### src/rtl/mant_div_seq.sv
// mant_div_seq: restoring mantissa divider, one quotient bit per clock (clk, rst_n, start, dividend, divisor -> busy, done, quotient, rem_nonzero, div_err)
module mant_div_seq #(
  parameter int WIDTH = 24
) (
  input  logic             clk,
  input  logic             rst_n,
  input  logic             start,
  input  logic [WIDTH-1:0] dividend,
  input  logic [WIDTH-1:0] divisor,
  output logic             busy,
  output logic             done,
  output logic [WIDTH-1:0] quotient,
  output logic             rem_nonzero,
  output logic             div_err
);
  localparam int CW = $clog2(WIDTH);
  typedef enum logic [1:0] {IDLE, RUN, DONE} state_t;
  state_t state, state_nx;
  logic [WIDTH-1:0] d;
  logic [WIDTH:0] r, diff;
  logic [CW-1:0] cnt;
  logic ge;
  assign ge = r >= {1'b0, d};
  assign diff = ge ? r - {1'b0, d} : r;
  always_ff @(posedge clk or negedge rst_n)
    if (!rst_n) state <= IDLE;
    else state <= state_nx;
  always_comb begin
    state_nx = state == IDLE ? (start ? (divisor[WIDTH-1] ? RUN : DONE) : IDLE) :
               state == RUN  ? (cnt == '0 ? DONE : RUN) : IDLE;
    busy = state != IDLE;
    done = state == DONE;
  end
  always_ff @(posedge clk or negedge rst_n)
    if (!rst_n) begin
      d           <= '0;
      r           <= '0;
      cnt         <= '0;
      quotient    <= '0;
      rem_nonzero <= 1'b0;
      div_err     <= 1'b0;
    end else if (state == IDLE && start) begin
      rem_nonzero <= 1'b0;
      if (divisor[WIDTH-1]) begin
        d        <= divisor;
        r        <= {1'b0, dividend};
        cnt      <= CW'(WIDTH - 1);
        quotient <= '0;
        div_err  <= 1'b0;
      end else begin
        quotient <= '1;
        div_err  <= 1'b1;
      end
    end else if (state == RUN) begin
      r        <= {diff[WIDTH-1:0], 1'b0};
      quotient <= {quotient[WIDTH-2:0], ge};
      cnt      <= cnt - 1'b1;
      if (cnt == '0) rem_nonzero <= diff != '0;
    end
endmodule

### config.mk
export PLATFORM = sky130hd
export DESIGN_NAME = mant_div_seq
export DESIGN_NICKNAME = d
export VERILOG_FILES = /design/src/rtl/mant_div_seq.sv
export SDC_FILE = /design/constraint.sdc
export NUM_CORES = 1
export LEC_CHECK = 0
export CORE_UTILIZATION = 31
export CTS_CLUSTER_DIAMETER = 120
export DETAILED_ROUTE_END_ITERATION = 16
export PLACE_DENSITY = 0.59
export SETUP_SLACK_MARGIN = 0.4
export SLEW_MARGIN = 20
export SYNTH_ARGS = -nofsm -noshare
export SYNTH_HDL_FRONTEND = slang
export SYNTH_SLANG_ARGS = --single-unit
### constraint.sdc
create_clock -name clk -period 6.2 [get_ports clk]
set_clock_uncertainty 0.15 [all_clocks]
set_input_delay 1.86 -clock clk [delete_from_list [all_inputs] [get_ports clk]]
set_output_delay 1.86 -clock clk [all_outputs]
set_load 0.02 [all_outputs]
==> metrics.txt <==
average routed wire per standard cell=16.94 um; CP startpoint=r[10]$_DFFE_PN0P_; largest net degree at the start of global routing=74; CTS tree=built; drt pass-1 iters=4; unrepaired setup endpoints after global routing=no; Synth-to-Final Area Change=23.70%; Slew HR=33.55%; total core area=16120 um^2; die area=17230 um^2; fin cells=862; worst path cell trace=ha_1 > a21oi_1 > o21ai_0 > o31ai_4 > nand2_2 > or3_1 > a2111oi_2 > o2111a_1 > a31oi_1; outcome=finished, final reports clean; Worst VDD drop=0.2631 mV; FILL cells=1621; final antenna-violating net count=0; Rows=46; fin crit period=3680 ps; post-synthesis sequential area ratio=39.62%; Die Width=131.3 um; number of global-route vias before repair=4521; Die H=131.3 um; Yosys reg bits=82; count of cell types in the netlist=69; Sink Count=82; WP buf/inv=0; Worst-Margin Slew=996.8 ps; Via Count=4700; cts hold-fix bufs=0; H-tree depth=3; Mapped Nets=657; CTS Buffer Depth=2; FFs w/ async S/R, synth=100.0%; ys flop type=dfrtp_1; crit path max fanout=17; GRT Resource Usage Total=17.36%; critical path startpoint category=flip-flop; final-stage net count=719; Cell Area, Synth=5179 um^2; power density over cell area=679.2 nW/um^2; final worst-path cycle share=59.36%; routability cong.=0.9166; placed insts=846; Critical Path RT=6290 ps; worst hold start=d[23]$_DFFE_PN0P_; CP Class=reg2reg; Area contributors post-synth=dfrtp_1 (40%), ha_1 (6.3%), o21ai_0 (6.0%); TNS Setup=0 ps; Setup crit end kind=flip-flop; WP data arrival=3770 ps; DRT iter0 DRCs=315; crit-path max cell delay=450 ps; Top Family by Delay on Critical Path=compound AO/OA/AOI/OAI gates; max-cap violation count=0; post-CTS setup buffers=0; residual DRC count=0; IO buf count=78; cell accounting for the most synthesized area=dfrtp_1; Synth top area share=39.62%; # IOs=79; EDFF count, synth=0; Avg Synthesized Cell Area=8.944 um^2; gr ovfl total=0; initial core utilization=32.14%; dpl hpwl=10.72 mm; first-pass GRT wire length=23.71 mm; f_max=271.7 MHz; Static Leakage=2.765 nW; Final Hold Viols=0; YS warnings=0; reg2reg start=r[10]$_DFFE_PN0P_; worst skew pair latency=360 ps; Reg clk slew, reported paths=70 ps; final setup fails=0; ANT cells=0; critical path's slowest cell=or3_1; Resized cells post-CTS=0; final wirelength=14.60 mm; CTS root buffer=clkbuf_16; pre-CTS setup slack=2377 ps; Pins Over Slew Limit=0; mean number of vias per cell=5.452; share of cells above drive strength 1=5.882%; cells after synthesis=579; initial antenna violation count=0; Hold WC Path Type=reg2reg; CTS buffer count=9; Final WS setup=2520 ps; worst hold slack=306.7 ps
## synth_stat cells, drive strengths merged, types with 9 or more instances
cell type	count
a22oi	20
a21o	13
clkbuf	22
and3	12
xnor2	9
dfrtp	82
nor3	11
a21oi	37
nand3	12
nand2	71
a221o	24
inv	36
ha	26
o21ai	64
nor2	21
buf	11
## cell type report
class | count | area, um^2 | share of cell area, %
Multi-Input combinational cell | 428 | 2841 | 44.36
Sequential cell | 82 | 2052 | 32.03
Timing Repair Buffer | 84 | 823.3 | 12.85
Tap cell | 216 | 270.3 | 4.219
Clock buffer | 9 | 225.2 | 3.516
Inverter | 36 | 135.1 | 2.109
Clock inverter | 7 | 58.81 | 0.9180
## where the power goes
group,internal (W),switching [W]
combinational,0.00114,0.00169
sequential,0.000786,0.000212
clock,0.000279,0.000251
## path summary, 6_finish.rpt
check	end	slack, ps	cells after the start
max in group asynchronous	d[15]$_DFFE_PN0P_	3620	2
min	d[23]$_DFFE_PN0P_	310	2
min reg2reg	d[23]$_DFFE_PN0P_	310	2
min in group asynchronous	quotient[7]$_DFFE_PN0P_	1330	1
max	rem_nonzero$_DFFE_PN0P_	2520	9
max reg2reg	rem_nonzero$_DFFE_PN0P_	2520	9
## per-layer routing
metal	part of all wire [%]	vias to the layer above	GRT usage (%)	wire, um
li1	-	2275	-	-
met1	47	2256	23.39	6902
met2	45	154	27.57	6632
met3	5.6	15	3.395	817
met4	1.7	0	6.202	247
met5	0	-	0	0
## registers in the layout, summed over array words and instances (netlist names)
register     count
quotient        24
div_err          1
state            2
r               25
cnt              5
d               24
rem_nonzero      1
## tightest hold or removal path, cell delays in order, from the launching register on
cell,delay (ps)
dfrtp_1,330
inv_1,50
nand2_1,50
## cells in the final DEF, fill, tap and decap left out, drive strengths merged, types with 13 or more instances in the layout
cell type and instances:
inv 41, o21ai 64, clkdlybuf4s50 77, a22oi 20
nor2 21, a21oi 37, nand2 71, dfrtp 82
ha 26, a221o 24, a21o 13
## kinds of logic (layout without fill, tap and decap cells)
| family | Yosys count | count (layout) | share of synthesized area (%) |
|---|---|---|---|
| compound gates | 210 | 210 | 28.20 |
| fa+ha+maj | 27 | 27 | 6.668 |
| buf+inv | 69 | 136 | 5.581 |
| simple gates | 168 | 168 | 15.85 |
| mux | 8 | 8 | 1.546 |
| flops | 82 | 82 | 39.62 |
| xor+xnor | 15 | 15 | 2.537 |
## stage by stage
step	util (%)	cell area, um^2	total power (W)
after floorplan	-	5179	0.003036
after global placement	37.99	6122	0.003733
after detailed placement	37.99	6122	0.003783
after CTS	39.75	6406	0.004330
after global routing	39.75	6406	0.004700
final	39.75	6406	0.004351
No activity file was read; power rests on OpenSTA's default activity.
